`src/rtl/fpu_pkg.sv`:
```
// Shared FP32 types, constants and helpers for the FPU datapath blocks.
package fpu_pkg;

  typedef struct packed {
    logic       sign;
    logic [7:0] exp;
    logic [22:0] man;
  } fp32_t;

  localparam logic [31:0] FP32_CANON_QNAN = 32'h7FC00000;
  localparam logic [7:0]  FP32_EXP_MAX    = 8'hFF;

  typedef enum logic {
    ACCUM = 1'b0,
    HOLD  = 1'b1
  } state_t;

  function automatic logic is_nan(input fp32_t x);
    return (x.exp == FP32_EXP_MAX) && (x.man != 23'd0);
  endfunction

endpackage

```
`src/rtl/fp32_lt.sv`:
```
// Combinational FP32 sign-magnitude less-than; +0 and -0 compare equal.
module fp32_lt
  import fpu_pkg::*;
(
  input  logic [31:0] a,
  input  logic [31:0] b,
  output logic        lt
);

  fp32_t fa;
  fp32_t fb;
  logic [30:0] mag_a;
  logic [30:0] mag_b;

  assign fa    = a;
  assign fb    = b;
  assign mag_a = {fa.exp, fa.man};
  assign mag_b = {fb.exp, fb.man};

  always_comb begin
    lt = 1'b0;
    if ((mag_a == 31'd0) && (mag_b == 31'd0)) begin
      lt = 1'b0;
    end else if (fa.sign != fb.sign) begin
      lt = fa.sign;
    end else if (!fa.sign) begin
      lt = (mag_a < mag_b);
    end else begin
      lt = (mag_a > mag_b);
    end
  end

endmodule

```
`src/rtl/fmin_reduce.sv`:
```
// Streaming FP32 min/argmin reducer over a valid/ready packet stream.
// Define FMIN_REDUCE_NAN_EN for IEEE minNum NaN handling (NaNs lose to numbers).
module fmin_reduce
  import fpu_pkg::*;
#(
  parameter int IDX_W = 16
) (
  input  logic             clk,
  input  logic             rst,
  input  logic             s_valid,
  output logic             s_ready,
  input  logic [31:0]      s_data,
  input  logic             s_last,
  output logic             m_valid,
  input  logic             m_ready,
  output logic [31:0]      m_data,
  output logic [IDX_W-1:0] m_index,
  output logic [IDX_W-1:0] m_count,
  output logic             m_overflow
);

  localparam logic [IDX_W-1:0] IDX_MAX = {IDX_W{1'b1}};

  state_t           state_q, state_d;
  logic [31:0]      cur_q, cur_d;
  logic [IDX_W-1:0] cur_idx_q, cur_idx_d;
  logic [IDX_W-1:0] pos_q, pos_d;
  logic             full_q, full_d;
  logic             ovf_q, ovf_d;
  logic             first_q, first_d;
  logic [31:0]      res_data_q, res_data_d;
  logic [IDX_W-1:0] res_idx_q, res_idx_d;
  logic [IDX_W-1:0] res_cnt_q, res_cnt_d;
  logic             res_ovf_q, res_ovf_d;
`ifdef FMIN_REDUCE_NAN_EN
  logic             cur_is_nan_q, cur_is_nan_d;
  logic             win_is_nan;
`endif

  logic             beat;
  logic             beat_lt;
  logic             take;
  logic [31:0]      win_data;
  logic [IDX_W-1:0] win_idx;
  logic [IDX_W-1:0] pos_inc;

  fp32_lt u_lt (
    .a  (s_data),
    .b  (cur_q),
    .lt (beat_lt)
  );

  always_comb begin
    state_d   = state_q;
    cur_d     = cur_q;
    cur_idx_d = cur_idx_q;
    pos_d     = pos_q;
    full_d    = full_q;
    ovf_d     = ovf_q;
    first_d   = first_q;
    res_data_d = res_data_q;
    res_idx_d  = res_idx_q;
    res_cnt_d  = res_cnt_q;
    res_ovf_d  = res_ovf_q;

    beat = (state_q == ACCUM) && s_valid;
`ifdef FMIN_REDUCE_NAN_EN
    cur_is_nan_d = cur_is_nan_q;
    if (first_q) begin
      take = 1'b1;
    end else if (is_nan(fp32_t'(s_data))) begin
      take = 1'b0;
    end else if (cur_is_nan_q) begin
      take = 1'b1;
    end else begin
      take = beat_lt;
    end
    win_is_nan = take ? is_nan(fp32_t'(s_data)) : cur_is_nan_q;
`else
    take = first_q || beat_lt;
`endif
    win_data = take ? s_data : cur_q;
    win_idx  = take ? pos_q : cur_idx_q;
    // pos_q doubles as the saturating beat count
    pos_inc  = (pos_q == IDX_MAX) ? pos_q : pos_q + 1'b1;

    case (state_q)
      ACCUM: begin
        if (beat) begin
          cur_d     = win_data;
          cur_idx_d = win_idx;
          pos_d     = pos_inc;
          full_d    = full_q | (pos_q == IDX_MAX);
          ovf_d     = ovf_q | full_q;
          first_d   = 1'b0;
`ifdef FMIN_REDUCE_NAN_EN
          cur_is_nan_d = win_is_nan;
`endif
          if (s_last) begin
            res_data_d = win_data;
            res_idx_d  = win_idx;
            res_cnt_d  = pos_inc;
            res_ovf_d  = ovf_q | full_q;
`ifdef FMIN_REDUCE_NAN_EN
            if (win_is_nan) begin
              res_data_d = FP32_CANON_QNAN;
              res_idx_d  = '0;
            end
`endif
            state_d = HOLD;
          end
        end
      end
      HOLD: begin
        if (m_ready) begin
          state_d   = ACCUM;
          cur_d     = '0;
          cur_idx_d = '0;
          pos_d     = '0;
          full_d    = 1'b0;
          ovf_d     = 1'b0;
          first_d   = 1'b1;
`ifdef FMIN_REDUCE_NAN_EN
          cur_is_nan_d = 1'b0;
`endif
        end
      end
      default: state_d = ACCUM;
    endcase
  end

  always_ff @(posedge clk or posedge rst) begin
    if (rst) begin
      state_q    <= ACCUM;
      cur_q      <= '0;
      cur_idx_q  <= '0;
      pos_q      <= '0;
      full_q     <= 1'b0;
      ovf_q      <= 1'b0;
      first_q    <= 1'b1;
      res_data_q <= '0;
      res_idx_q  <= '0;
      res_cnt_q  <= '0;
      res_ovf_q  <= 1'b0;
`ifdef FMIN_REDUCE_NAN_EN
      cur_is_nan_q <= 1'b0;
`endif
    end else begin
      state_q    <= state_d;
      cur_q      <= cur_d;
      cur_idx_q  <= cur_idx_d;
      pos_q      <= pos_d;
      full_q     <= full_d;
      ovf_q      <= ovf_d;
      first_q    <= first_d;
      res_data_q <= res_data_d;
      res_idx_q  <= res_idx_d;
      res_cnt_q  <= res_cnt_d;
      res_ovf_q  <= res_ovf_d;
`ifdef FMIN_REDUCE_NAN_EN
      cur_is_nan_q <= cur_is_nan_d;
`endif
    end
  end

  assign s_ready    = (state_q == ACCUM);
  assign m_valid    = (state_q == HOLD);
  assign m_data     = res_data_q;
  assign m_index    = res_idx_q;
  assign m_count    = res_cnt_q;
  assign m_overflow = res_ovf_q;

endmodule
```
`config.mk`:
```
export PLATFORM = sky130hd
export DESIGN_NAME = fmin_reduce
export DESIGN_NICKNAME = d
export VERILOG_FILES = /design/src/rtl/fpu_pkg.sv /design/src/rtl/fp32_lt.sv /design/src/rtl/fmin_reduce.sv
export SDC_FILE = /design/constraint.sdc
export NUM_CORES = 1
export LEC_CHECK = 0
export BUFFER_PORTS_ARGS = -buffer_cell sky130_fd_sc_hd__clkbuf_2
export CAP_MARGIN = 0
export CORE_ASPECT_RATIO = 0.8
export CORE_MARGIN = 3
export CORE_UTILIZATION = 63
export CTS_CLUSTER_SIZE = 24
export DETAILED_ROUTE_END_ITERATION = 10
export PLACE_DENSITY = 0.86
export SLEW_MARGIN = 20
export SYNTH_ARGS = -nofsm -noshare
export SYNTH_HDL_FRONTEND = slang
export SYNTH_SLANG_ARGS = --single-unit
export TNS_END_PERCENT = 100
```
`constraint.sdc`:
```
create_clock -name clk -period 8.6 [get_ports clk]
set_clock_uncertainty 0.1 [all_clocks]
set_input_delay 1.72 -clock clk [delete_from_list [all_inputs] [get_ports clk]]
set_output_delay 1.72 -clock clk [all_outputs]
set_load 0.02 [all_outputs]
```
==> results.md <==
- Synthesis-stage register bit count: 133
- ANT nets after route: 0
- Syn Nets: 924
- Async SR Flop Fraction: 100%
- Min-delay src: m_count[7]
- Fraction of layout cells with a size suffix above 1: 17.3%
- Max Slew Vio Count: 0
- Drt wl/cell: 19.8 um
- Post-CTS Setup Bufs: 0
- Fin crit share: 56.1%
- GRT Total Usage: 31.8%
- First drt pass iteration count: 5
- Hold bufs inserted after CTS: 0
- Maxcap violations: 0
- Clk_lat worst skew: 0.42 ns
- Max frequency: 207 MHz
- CTS clock-pin slew for the worst setup and hold paths: 0.06 ns
- Die H: 105 um
- Final net count: 971
- Pwr Density: 267 nW/um2
- Fin crit period: 4.82 ns
- Pin count of the biggest net entering global routing: 99
- Peak supply drop: 0.185 mV
- Crit-path max FO: 43
- Setup Viol. Count Final: 0
- Fin cells: 1,063
- Crit Path Category: input port to register
- CTS Buf Count: 17
- Final Hold Violating Endpoints: 0
- First-pass GRT wire length: 34,800 um
- Post-synthesis area per instance: 8.96 um2
- Startpoint types: input port
- Initial antenna violation count: 0
- Aggregate global routing overflow: 0
- Fin Setup TNS: 0 ns
- Antenna cells: 0
- CP Launch Point: s_data[21]
- Outcome: finished, final reports clean
- Clock buffer depth: 2
- Root buffer selected by CTS: clkbuf_16
- RD Place Congestion: 0.896
- Clk sinks: 133
- Num ports: 104
- Leakage: 4.08 nW
- DRT iter0 DRCs: 703
- Initial Util: 65.5%
- EDFF count, synth: 0
- Max_slew headroom: 30.9%
- Hold WC Path Type: register to register
- Dpl cells: 1,031
- Gates resized, CTS repair: 0
- Synth Instances: 855
- Mapped Area: 7660 um2
- Post-DR vias/cell: 6.68
- Seq/Total Area, Yosys: 43.5%
- Arrival @ worst endpoint: 4.99 ns
- Critical path capture point type: register
- Core Area: 11,700 um2
- Drt drc: 0
- Via count: 7,106
- RSZ-0062 raised after global routing: false
- H-tree Lvls: 4
- PortBufs: 103
- Site Rows: 35
- Worst Path Required: 8.76 ns
- Setup WS post-layout: 3.78 ns
- Vias in the first global route: 6,864
- Die area: 13,500 um2
- Ys flop type: dfrtp_1
- CTS tree: done
- Cell variety after synth: 49
- Worst r2r src: cur_q[21]
- Yosys warnings: 0
- Routed WL: 21,000 um
- Slew @ Worst Pin: 1.03 ns
- Dpl ws: 3.53 ns
- Area growth, synth to finish: 14.2%
- Detailed Place HPWL: 13,000 um
- Die W: 129 um
==> critical path, stage by stage <==
cell      delay (ns)
clkbuf_2        0.12
ha_1            0.35
a21oi_1         0.18
a21boi_1        0.09
o31ai_1         0.28
o211ai_1        0.24
o21bai_4        0.85
a21o_1          0.50
buf_4           0.46
o22ai_1         0.17
==> logic make-up (layout without fill, tap and decap cells) <==
| kind of cell | after synthesis | in the layout | share of synthesized area, % |
|---|---|---|---|
| buffers and inverters | 137 | 197 | 7.45 |
| xor gates and xnor gates | 10 | 10 | 1.14 |
| muxes | 1 | 1 | 0.131 |
| DFF | 133 | 133 | 43.5 |
| AOI/OAI and AO/OA | 233 | 233 | 21.3 |
| adders and majority gates | 32 | 32 | 5.23 |
| and+or+nand+nor | 309 | 309 | 21.3 |
==> per-layer routing <==
metal | global-route usage [%] | part of all wire (%)
met1 | 45.3 | 43
met2 | 48.8 | 47
met3 | 7.82 | 8.1
met4 | 8.77 | 1.9
met5 | 0 | 0
==> sequential cells by signal, indices dropped and copies added (netlist names) <==
| signal | count |
|---|---|
| cur_idx_q | 16 |
| cur_q | 32 |
| first_q | 1 |
| full_q | 1 |
| m_count | 16 |
| m_data | 32 |
| m_index | 16 |
| m_overflow | 1 |
| m_valid | 1 |
| ovf_q | 1 |
| pos_q | 16 |
==> synthesized netlist by cell type, types with 2 or more instances <==
cell type | n | area (um2)
a211oi_1 | 3 | 22.5
o22ai_1 | 47 | 294
buf_6 | 5 | 56.3
buf_1 | 6 | 22.5
and3_1 | 56 | 350
o32ai_1 | 2 | 17.5
a2111o_1 | 46 | 518
a221oi_2 | 2 | 30.0
nand2_1 | 89 | 334
and4_1 | 2 | 17.5
and2_1 | 5 | 31.3
o21ai_1 | 5 | 25.0
nand3b_1 | 3 | 22.5
dfrtp_1 | 132 | 3300
nor2_1 | 15 | 56.3
xor2_1 | 5 | 43.8
inv_1 | 53 | 199
a31oi_1 | 4 | 25.0
nand3_1 | 58 | 290
nor4_1 | 17 | 106
nand4_1 | 59 | 369
clkbuf_1 | 58 | 218
o21ai_0 | 36 | 180
ha_1 | 32 | 400
xnor2_1 | 5 | 43.8
buf_2 | 15 | 75.1
o31ai_1 | 6 | 45.0
a21oi_1 | 67 | 335
a21o_1 | 2 | 15.0
==> layout make-up <==
cell class	instances	area (um2)
multi-input combinational	585	3790
sequential	133	3330
fill	825	2950
timing repair buffer	112	583
clock buffer	21	480
inverter	53	201
tap	148	185
clock inverter	11	171
==> stage by stage <==
step	power (mW)	hold WS, ns	area (um2)	utilization, %
3_5_place_dp	1.52	0.369	8090	69.2
6_report	2.33	0.382	8740	74.8
3_3_place_gp	1.48	0.356	8090	69.2
2_1_floorplan	1.31	0.372	7660	-
4_1_cts	2.32	0.382	8740	74.8
5_1_grt	2.44	0.417	8740	74.8
==> power breakdown <==
part,switching (mW),internal (mW)
Clock,0.286,0.517
Sequential,0.0876,0.749
Combinational,0.476,0.216
==> placed cells by master, fill, tap and decap left out, types with 6 or more instances in the layout <==
cell       count
dfrtp_1      132
clkbuf_2     103
nand2_1       88
a21oi_1       66
nand4_1       59
nand3_1       58
and3_1        56
inv_1         52
o22ai_1       47
a2111o_1      46
o21ai_0       36
ha_1          32
nor4_1        17
clkbuf_16     17
nor2_1        15
buf_4          9
o31ai_1        6
==> path summary, 6_finish.rpt <==
check,endpoint,slack [ns],cells past startpoint
worst max register to register,cur_idx_q[4],4.76,10
max in group asynchronous,cur_q[16],5.63,3
worst min register to register,m_count[7],0.38,2
worst min-delay path,m_count[7],0.38,2
min in group asynchronous,m_count[12],1.31,2
worst max-delay path,cur_idx_q[4],3.78,10
Power figures use the tool's default switching activity.
